`src/rtl/imm_gen_pipe_if.sv`:
```
// Handshake bundle for the immediate-generation stage: an instruction channel in,
// a decoded-result channel out. The stage itself connects through the slave modport.
interface imm_gen_pipe_if #(
    parameter int XLEN = 32
) ();
    logic            in_valid;
    logic            in_ready;
    logic [31:0]     in_inst;
    logic [XLEN-1:0] in_pc;

    logic            out_valid;
    logic            out_ready;
    logic [XLEN-1:0] out_imm;
    logic [2:0]      out_type;
    logic [XLEN-1:0] out_pc;
    logic            out_illegal;

    modport master (
        output in_valid, in_inst, in_pc, out_ready,
        input  in_ready, out_valid, out_imm, out_type, out_pc, out_illegal
    );

    modport slave (
        input  in_valid, in_inst, in_pc, out_ready,
        output in_ready, out_valid, out_imm, out_type, out_pc, out_illegal
    );
endinterface

```
`src/rtl/imm_gen_pipe.sv`:
```
// Registered immediate-generation stage: decodes the instruction format, builds the
// XLEN-wide immediate and holds results in a 1-entry register or a 2-entry skid buffer.
module imm_gen_pipe #(
    parameter int XLEN  = 32,
    parameter int DEPTH = 1
) (
    input  logic          clk,
    input  logic          rst_n,
    input  logic          flush,
    imm_gen_pipe_if.slave bus,
    output logic [7:0]    err_count
);
    typedef enum logic [2:0] {
        FMT_R   = 3'd0,
        FMT_I   = 3'd1,
        FMT_S   = 3'd2,
        FMT_B   = 3'd3,
        FMT_U   = 3'd4,
        FMT_J   = 3'd5,
        FMT_Z   = 3'd6,
        FMT_BAD = 3'd7
    } fmt_e;

    typedef enum logic [1:0] {
        EMPTY = 2'd0,
        ONE   = 2'd1,
        FULL  = 2'd2
    } state_e;

    logic [31:0]     inst;
    fmt_e            dec_type;
    logic [31:0]     imm32;
    logic [XLEN-1:0] dec_imm;

    logic            accept;
    logic            load_main;
    logic            load_skid;
    logic            shift_skid;
    logic            main_valid;

    logic [XLEN-1:0] main_imm;
    logic [XLEN-1:0] main_pc;
    logic [2:0]      main_type;
    logic [XLEN-1:0] skid_imm;
    logic [XLEN-1:0] skid_pc;
    logic [2:0]      skid_type;

    assign inst   = bus.in_inst;
    assign accept = bus.in_valid && bus.in_ready;

    // imm32 is already sign-extended to 32 bits (Z is zero-extended), so widening
    // to XLEN only needs to replicate bit 31.
    always_comb begin
        dec_type = FMT_BAD;
        imm32    = '0;
        case (inst[6:0])
            7'b0110011: dec_type = FMT_R;
            7'b0010011, 7'b0000011, 7'b1100111, 7'b0001111: begin
                dec_type = FMT_I;
                imm32    = {{20{inst[31]}}, inst[31:20]};
            end
            7'b1110011: begin
                if (inst[14]) begin
                    dec_type = FMT_Z;
                    imm32    = {27'd0, inst[19:15]};
                end else begin
                    dec_type = FMT_I;
                    imm32    = {{20{inst[31]}}, inst[31:20]};
                end
            end
            7'b0100011: begin
                dec_type = FMT_S;
                imm32    = {{20{inst[31]}}, inst[31:25], inst[11:7]};
            end
            7'b1100011: begin
                dec_type = FMT_B;
                imm32    = {{19{inst[31]}}, inst[31], inst[7], inst[30:25], inst[11:8], 1'b0};
            end
            7'b0110111, 7'b0010111: begin
                dec_type = FMT_U;
                imm32    = {inst[31:12], 12'h000};
            end
            7'b1101111: begin
                dec_type = FMT_J;
                imm32    = {{11{inst[31]}}, inst[31], inst[19:12], inst[20], inst[30:21], 1'b0};
            end
            default: dec_type = FMT_BAD;
        endcase
        dec_imm        = {XLEN{imm32[31]}};
        dec_imm[31:0]  = imm32;
    end

    generate
        if (DEPTH == 2) begin : g_skid
            state_e state;
            state_e state_next;

            // State register; flush is folded into the next-state logic.
            always_ff @(posedge clk or negedge rst_n) begin
                if (!rst_n) begin
                    state <= EMPTY;
                end else begin
                    state <= state_next;
                end
            end

            always_comb begin
                state_next = state;
                load_main  = 1'b0;
                load_skid  = 1'b0;
                shift_skid = 1'b0;
                case (state)
                    EMPTY: begin
                        if (accept) begin
                            state_next = ONE;
                            load_main  = 1'b1;
                        end
                    end
                    ONE: begin
                        if (accept && bus.out_ready) begin
                            load_main = 1'b1;
                        end else if (accept) begin
                            state_next = FULL;
                            load_skid  = 1'b1;
                        end else if (bus.out_ready) begin
                            state_next = EMPTY;
                        end
                    end
                    FULL: begin
                        if (bus.out_ready) begin
                            state_next = ONE;
                            shift_skid = 1'b1;
                        end
                    end
                    default: state_next = EMPTY;
                endcase
                if (flush) begin
                    state_next = EMPTY;
                end
            end

            always_ff @(posedge clk or negedge rst_n) begin
                if (!rst_n) begin
                    skid_imm  <= '0;
                    skid_pc   <= '0;
                    skid_type <= '0;
                end else if (load_skid) begin
                    skid_imm  <= dec_imm;
                    skid_pc   <= bus.in_pc;
                    skid_type <= dec_type;
                end
            end

            // in_ready comes straight from the state register, not from out_ready.
            assign main_valid   = (state != EMPTY);
            assign bus.in_ready = !flush && (state != FULL);
        end else begin : g_single
            assign load_main  = accept;
            assign load_skid  = 1'b0;
            assign shift_skid = 1'b0;
            assign skid_imm   = '0;
            assign skid_pc    = '0;
            assign skid_type  = '0;

            always_ff @(posedge clk or negedge rst_n) begin
                if (!rst_n) begin
                    main_valid <= 1'b0;
                end else if (flush) begin
                    main_valid <= 1'b0;
                end else if (accept) begin
                    main_valid <= 1'b1;
                end else if (bus.out_ready) begin
                    main_valid <= 1'b0;
                end
            end

            assign bus.in_ready = !flush && (!main_valid || bus.out_ready);
        end
    endgenerate

    always_ff @(posedge clk or negedge rst_n) begin
        if (!rst_n) begin
            main_imm  <= '0;
            main_pc   <= '0;
            main_type <= '0;
        end else if (load_main) begin
            main_imm  <= dec_imm;
            main_pc   <= bus.in_pc;
            main_type <= dec_type;
        end else if (shift_skid) begin
            main_imm  <= skid_imm;
            main_pc   <= skid_pc;
            main_type <= skid_type;
        end
    end

    // Survives flush on purpose: it is a diagnostic of the whole run.
    always_ff @(posedge clk or negedge rst_n) begin
        if (!rst_n) begin
            err_count <= 8'd0;
        end else if (accept && (dec_type == FMT_BAD) && (err_count != 8'hFF)) begin
            err_count <= err_count + 8'd1;
        end
    end

    assign bus.out_valid   = main_valid;
    assign bus.out_imm     = main_imm;
    assign bus.out_type    = main_type;
    assign bus.out_pc      = main_pc;
    assign bus.out_illegal = (main_type == 3'd7);
endmodule

```
`src/flat_wrapper.sv`:
```
// flat-port wrapper written by rule: the top's interface ports become plain ports
module imm_gen_pipe_flat 
#(
    parameter int XLEN  = 32,
    parameter int DEPTH = 1
)
  (clk, rst_n, flush, err_count, bus_in_valid, bus_in_inst, bus_in_pc, bus_out_ready, bus_in_ready, bus_out_valid, bus_out_imm, bus_out_type, bus_out_pc, bus_out_illegal);
  imm_gen_pipe_if #(.XLEN(XLEN)) bus_i ();
  input  logic clk;
  input  logic rst_n;
  input  logic flush;
  output logic [7:0] err_count;
  input wire logic [$bits(bus_i.in_valid)-1:0] bus_in_valid;
  input wire logic [$bits(bus_i.in_inst)-1:0] bus_in_inst;
  input wire logic [$bits(bus_i.in_pc)-1:0] bus_in_pc;
  input wire logic [$bits(bus_i.out_ready)-1:0] bus_out_ready;
  output wire logic [$bits(bus_i.in_ready)-1:0] bus_in_ready;
  output wire logic [$bits(bus_i.out_valid)-1:0] bus_out_valid;
  output wire logic [$bits(bus_i.out_imm)-1:0] bus_out_imm;
  output wire logic [$bits(bus_i.out_type)-1:0] bus_out_type;
  output wire logic [$bits(bus_i.out_pc)-1:0] bus_out_pc;
  output wire logic [$bits(bus_i.out_illegal)-1:0] bus_out_illegal;
  assign bus_i.in_valid = bus_in_valid;
  assign bus_i.in_inst = bus_in_inst;
  assign bus_i.in_pc = bus_in_pc;
  assign bus_i.out_ready = bus_out_ready;
  assign bus_in_ready = bus_i.in_ready;
  assign bus_out_valid = bus_i.out_valid;
  assign bus_out_imm = bus_i.out_imm;
  assign bus_out_type = bus_i.out_type;
  assign bus_out_pc = bus_i.out_pc;
  assign bus_out_illegal = bus_i.out_illegal;
  imm_gen_pipe #(.XLEN(XLEN), .DEPTH(DEPTH)) u_core (.clk(clk), .rst_n(rst_n), .flush(flush), .bus(bus_i), .err_count(err_count));
endmodule
```
`config.mk`:
```
export PLATFORM = sky130hd
export DESIGN_NAME = imm_gen_pipe_flat
export DESIGN_NICKNAME = d
export VERILOG_FILES = /design/src/rtl/imm_gen_pipe_if.sv /design/src/rtl/imm_gen_pipe.sv /design/src/flat_wrapper.sv
export SDC_FILE = /design/constraint.sdc
export NUM_CORES = 1
export LEC_CHECK = 0
export CORE_MARGIN = 2
export CORE_UTILIZATION = 46
export CTS_BUF_LIST = sky130_fd_sc_hd__clkbuf_16
export DETAILED_ROUTE_END_ITERATION = 16
export MAX_ROUTING_LAYER = met4
export PLACE_DENSITY = 0.89
export SYNTH_ARGS = -nofsm -noshare
export SYNTH_HDL_FRONTEND = slang
export SYNTH_SLANG_ARGS = --single-unit
```
`constraint.sdc`:
```
create_clock -name clk -period 2.8 [get_ports clk]
set_clock_uncertainty 0.15 [all_clocks]
set_input_delay 0.56 -clock clk [delete_from_list [all_inputs] [get_ports clk]]
set_output_delay 0.56 -clock clk [all_outputs]
set_load 0.03 [all_outputs]
```
After elaboration in Yosys (flattened, before gate mapping)
Index checks and enable logic that the tools add are counted.

operators by class
  add/subtract/negate cells = 1
  multiplexer cells = 7
  equal/unequal tests = 14
  reductions and logical operators = 10

operators with widths
  cell                   count
  $pmux W32 S6           1
  $mux W32               1
  $eq A7 B7 Y1 const B   4
  $eq A7 B6 Y1 const B   3
  $pmux W3 S7            1
  $eq A7 B5 Y1 const B   2
  $add A8 B1 Y8 const B  1
  $ne A8 B8 Y1 const B   1
  $eq A7 B2 Y1 const B   1
  $eq A7 B4 Y1 const B   1
  $eq A3 B3 Y1 const B   2
  $logic_and A1 B1 Y1    4
  $reduce_or A4 Y1       1
  $mux W1                3
  $mux W3                1
  $reduce_bool A3 Y1     1
  $logic_not A1 Y1       2
  $reduce_or A2 Y1       1
  $logic_or A1 B1 Y1     1

storage, ports and cells
  logic and storage cells = 37
  input port bits = 69
  output and inout bits = 78
  bits in registers = 76

Depth between registers and ports, before layout
  depth in word-level cells = 6
  depth in mapped cells = 9

Worst setup path after synthesis
No wires, ideal clock.

  path type = input port to flip-flop
  start point = in bus_in_inst[5]
  end point = reg u_core.err_count[1]
  setup slack = 0.439 ns
  data required time = 2.525 ns
  library setup time = 0.125 ns
  arrival time = 2.086 ns
  buffers on the path = 2
  cell stages on the path = 7
  cells stage by stage = buf_4 > nand3b_1 > nor2_1 > or3_1 > buf_6 > o2111ai_4 > mux2_2

on the way
  longest elaborated chain between the ends = 6
  elaborated cells on any way between the ends = 17
  those cells by class = eq/ne (12); mux (1); reduce/logical (4)

ends and longest elaborated chain
  item                                                         line                 source
  from (decl)                                                  flat_wrapper.sv:14   input wire logic [$bits(bus_i.in_inst)-1:0] bus_in_inst;
  $eq A7 B5 Y1 (tied with other cells)                         imm_gen_pipe.sv:56   case (inst[6:0])
  $reduce_or A4 Y1 / $reduce_or A2 Y1 (equally long branches)  imm_gen_pipe.sv:56
  $pmux W3 S7 (*)                                              imm_gen_pipe.sv:56
  $eq A3 B3 Y1 (*)                                             imm_gen_pipe.sv:201  end else if (accept && (dec_type == FMT_BAD) && (err_count != 8'hFF)) begin
  $logic_and A1 B1 Y1 (*) (2 in series)                        imm_gen_pipe.sv:201
  to (signal assigned)                                         imm_gen_pipe.sv:202  err_count <= err_count + 8'd1;
  to (decl)                                                    imm_gen_pipe.sv:11   output logic [7:0] err_count

Mark *: on every way between the ends. The rest lies on a longest branch, timed or not.
A chain may end at the register's enable or synchronous reset.

Final worst setup path
  start point = in bus_out_ready
  end point = out bus_in_ready

on the way
  longest elaborated chain between the ends = 2

ends and longest elaborated chain
  item                 line                 source
  from (decl)          flat_wrapper.sv:16   input wire logic [$bits(bus_i.out_ready)-1:0] bus_out_ready;
  $logic_or A1 B1 Y1   imm_gen_pipe.sv:177  assign bus.in_ready = !flush && (!main_valid || bus.out_ready);
  $logic_and A1 B1 Y1  imm_gen_pipe.sv:177
  to (decl)            flat_wrapper.sv:17   output wire logic [$bits(bus_i.in_ready)-1:0] bus_in_ready;

No other way between the ends.

==> impl_metrics.env <==
export IMPL_drcViolationCount=0
export IMPL_overflow=0
export IMPL_synth_xor_area_share=0.0173
export IMPL_viasPerCell=5.15
export IMPL_grt_pass1_wl_um=16700
export IMPL_crit_path_start_kind="input port"
export IMPL_cp_end_kind="output pin"
export IMPL_reg2reg_slack_ns=0.89
export IMPL_drt_wl_total_um=10300
export IMPL_cts_tree="done"
export IMPL_synth_top_family_by_area="simple AND/OR/NAND/NOR gates"
export IMPL_num_vias=3477
export IMPL_cts_made_buffers=9
export IMPL_synth_compound_area_share=0.150
export IMPL_antenna_left=0
export IMPL_numPortBuffers=146
export IMPL_ys_async_sr_fraction=1.00
export IMPL_tightest_slew_ns=0.925
export IMPL_crit_path_top_delay_cell="clkdlybuf4s50_1"
export IMPL_syn_area_mm2=0.00355
export IMPL_first_global_vias=3495
export IMPL_post_cts_buffers=0
export IMPL_antenna_found_initial=0
export IMPL_antenna_cells=0
export IMPL_critPathBufInv=2
export IMPL_grt_max_degree=82
export IMPL_synth_edf_count=0
export IMPL_rsz0062_at_grt="no"
export IMPL_fmax_mhz=374
export IMPL_clock_path_buffers=2
export IMPL_synth_simple_area_share=0.249
export IMPL_maxCapViolations=0
export IMPL_muxShareOfSynthArea=0.00915
export IMPL_holdBufCountCts=0
export IMPL_power_mw=3.42
export IMPL_crit_fanout=3
export IMPL_hold_violations=0
export IMPL_critPathRequiredTime_ns=2.09
export IMPL_syn_to_final_growth_pct=58.6
export IMPL_nets=638
export IMPL_clkLatencyLatePin_ns=0.32
export IMPL_leakage_nw=2.49
export IMPL_wl_per_cell_um=15.2
export IMPL_synth_nets=467
export IMPL_clockRootBuffer="clkbuf_16"
export IMPL_yosys_warnings=0
export IMPL_row_count=32
export IMPL_synthDistinctLibCells=48
export IMPL_dieArea_mm2=0.00844
export IMPL_core_area_mm2=0.00761
export IMPL_path_cells="clkdlybuf4s50_1 > nor2b_1 > nor2_1 > clkdlybuf4s50_1"
export IMPL_die_y_um=91.9
export IMPL_die_w_um=91.9
export IMPL_maxSlewViolCount=0
export IMPL_relSlewSlack=0.383
export IMPL_criticalPathCategory="input port to output pin"
export IMPL_layout_drive_gt1_share=0.115
export IMPL_synth_adder_area_share=0.00352
export IMPL_clkSinkCount=76
export IMPL_timing_critical_path_max_delay_family="buffers and inverters"
export IMPL_status="finished clean"
export IMPL_grt_total_usage=0.255
export IMPL_path_clk_slew_ns=0.06
export IMPL_firstDrtPassIters=4
export IMPL_whs_ns=0.222
export IMPL_start_util=0.467
export IMPL_syn_area_per_cell_um2=8.95
export IMPL_period_minus_slack_ns=2.67
export IMPL_synth_flop_cell="dfrtp_1"
export IMPL_ir_worst_vdd_uv=342
export IMPL_setup_viol=0
export IMPL_seq_area_frac_synth=0.535
export IMPL_htree_levels=3
export IMPL_pin_count=147
export IMPL_cpPeakStageDelay_ns=0.72
export IMPL_crit_top_cell="clkdlybuf4s50_1"
export IMPL_timing_final_crit_share=0.955
export IMPL_synth_seq_cells=76
export IMPL_hpwl_um=7500
export IMPL_hold_class="input port to async pin"
export IMPL_synthCells=397
export IMPL_tns_ns=0
export IMPL_p_per_area_mw_per_mm2=606
export IMPL_cp_arrival_ns=1.96
export IMPL_place_gp_congestion=0.876
export IMPL_dr_first_iter_drc_count=144
sequential cells by signal, summed over array words and instances (netlist names):
name / flops
u_core.bus.out_pc: 32
u_core.err_count: 8
u_core.bus.out_type: 3
u_core.bus.out_imm: 32
u_core.bus.out_valid: 1
timing repair:
| item | CTS | global route |
|---|---|---|
| setup endpoints to repair | 0 | 1 |
| resized for setup | 0 | 1 |
| hold endpoints to repair | 0 | 0 |
per-layer routing:
layer  track usage  vias to the layer above  share of wire
met1         0.310                     1623           0.43
li1              -                     1681              -
met5             -                        -              0
met3        0.0567                       15          0.067
met2         0.427                      158           0.49
met4        0.0784                        0          0.017
final cells by class:
| class | instances | area (µm²) |
|---|---|---|
| clock inverters | 7 | 75.1 |
| flip-flops and latches | 76 | 1900 |
| repair buffers | 184 | 1760 |
| fillers | 547 | 1970 |
| multi-input cells | 293 | 1540 |
| clock buffers | 9 | 225 |
| well taps | 102 | 128 |
| inverters | 4 | 15.0 |
report_power, final:
group	internal, mW	total [mW]	switching [mW]
registers	1.22	1.32	0.0978
logic	0.419	0.943	0.525
clock network	0.695	1.15	0.459
cells by family (layout without fill, tap and decap cells):
| family | count (synthesis) | count (layout) |
|---|---|---|
| XOR/XNOR | 7 | 7 |
| AND/OR/NAND/NOR | 199 | 199 |
| adder cells (fa/ha/maj) | 1 | 1 |
| buffers and inverters | 28 | 204 |
| multiplexers | 3 | 3 |
| AO/OA/AOI/OAI | 83 | 83 |
| flip-flops | 76 | 76 |
through the flow:
stage / instance area (µm²) / utilization / setup WS (ns) / cells
after floorplan: 3550 / - / 0.439 / 397
after global placement: 5330 / 0.701 / -0.0606 / 659
after detailed placement: 5330 / 0.701 / -0.156 / 659
after CTS: 5630 / 0.740 / 0.111 / 675
after global routing: 5640 / 0.741 / 0.0612 / 675
final: 5640 / 0.741 / 0.127 / 675
cells in the final DEF (no fill, tap or decap), types with 8 or more instances in the layout:
cell             count
nor2_1              20
clkbuf_16            9
nand3_1              9
a21oi_1             31
nor3_1              11
buf_4               38
dfrtp_1             76
o21ai_0             30
clkdlybuf4s50_1    145
nand2b_1             8
nand2_1            128
path summary, 6_finish.rpt:
path | cells after the start | to | from
worst max-delay path | 4 | bus_in_ready | bus_out_ready
min in group clk | 2 | u_core.bus.out_pc[23]$_DFFE_PN0P_ | u_core.bus.out_pc[23]$_DFFE_PN0P_
worst min register to register | 2 | u_core.bus.out_pc[23]$_DFFE_PN0P_ | u_core.bus.out_pc[23]$_DFFE_PN0P_
max in group asynchronous | 1 | u_core.bus.out_pc[2]$_DFFE_PN0P_ | rst_n
worst min-delay path | 1 | u_core.bus.out_imm[27]$_DFFE_PN0P_ | rst_n
worst max register to register | 6 | u_core.err_count[5]$_DFFE_PN0P_ | u_core.bus.out_valid$_DFFE_PN0P_
Yosys cell counts (3+ instances only):
| cell type | count | share of area |
|---|---|---|
| a21oi_1 | 31 | 0.044 |
| a22o_1 | 6 | 0.015 |
| buf_1 | 3 | 0.0032 |
| buf_2 | 4 | 0.0056 |
| clkbuf_1 | 14 | 0.015 |
| dfrtp_1 | 76 | 0.54 |
| inv_1 | 4 | 0.0042 |
| nand2_1 | 129 | 0.14 |
| nand2b_1 | 8 | 0.014 |
| nand3_1 | 9 | 0.013 |
| nand3b_1 | 4 | 0.0085 |
| nor2_1 | 20 | 0.021 |
| nor3_1 | 11 | 0.015 |
| nor3b_1 | 4 | 0.0085 |
| o21ai_0 | 30 | 0.042 |
| xnor2_1 | 3 | 0.0074 |
| xor2_1 | 4 | 0.0099 |
No activity file was read; power rests on OpenSTA's default activity.
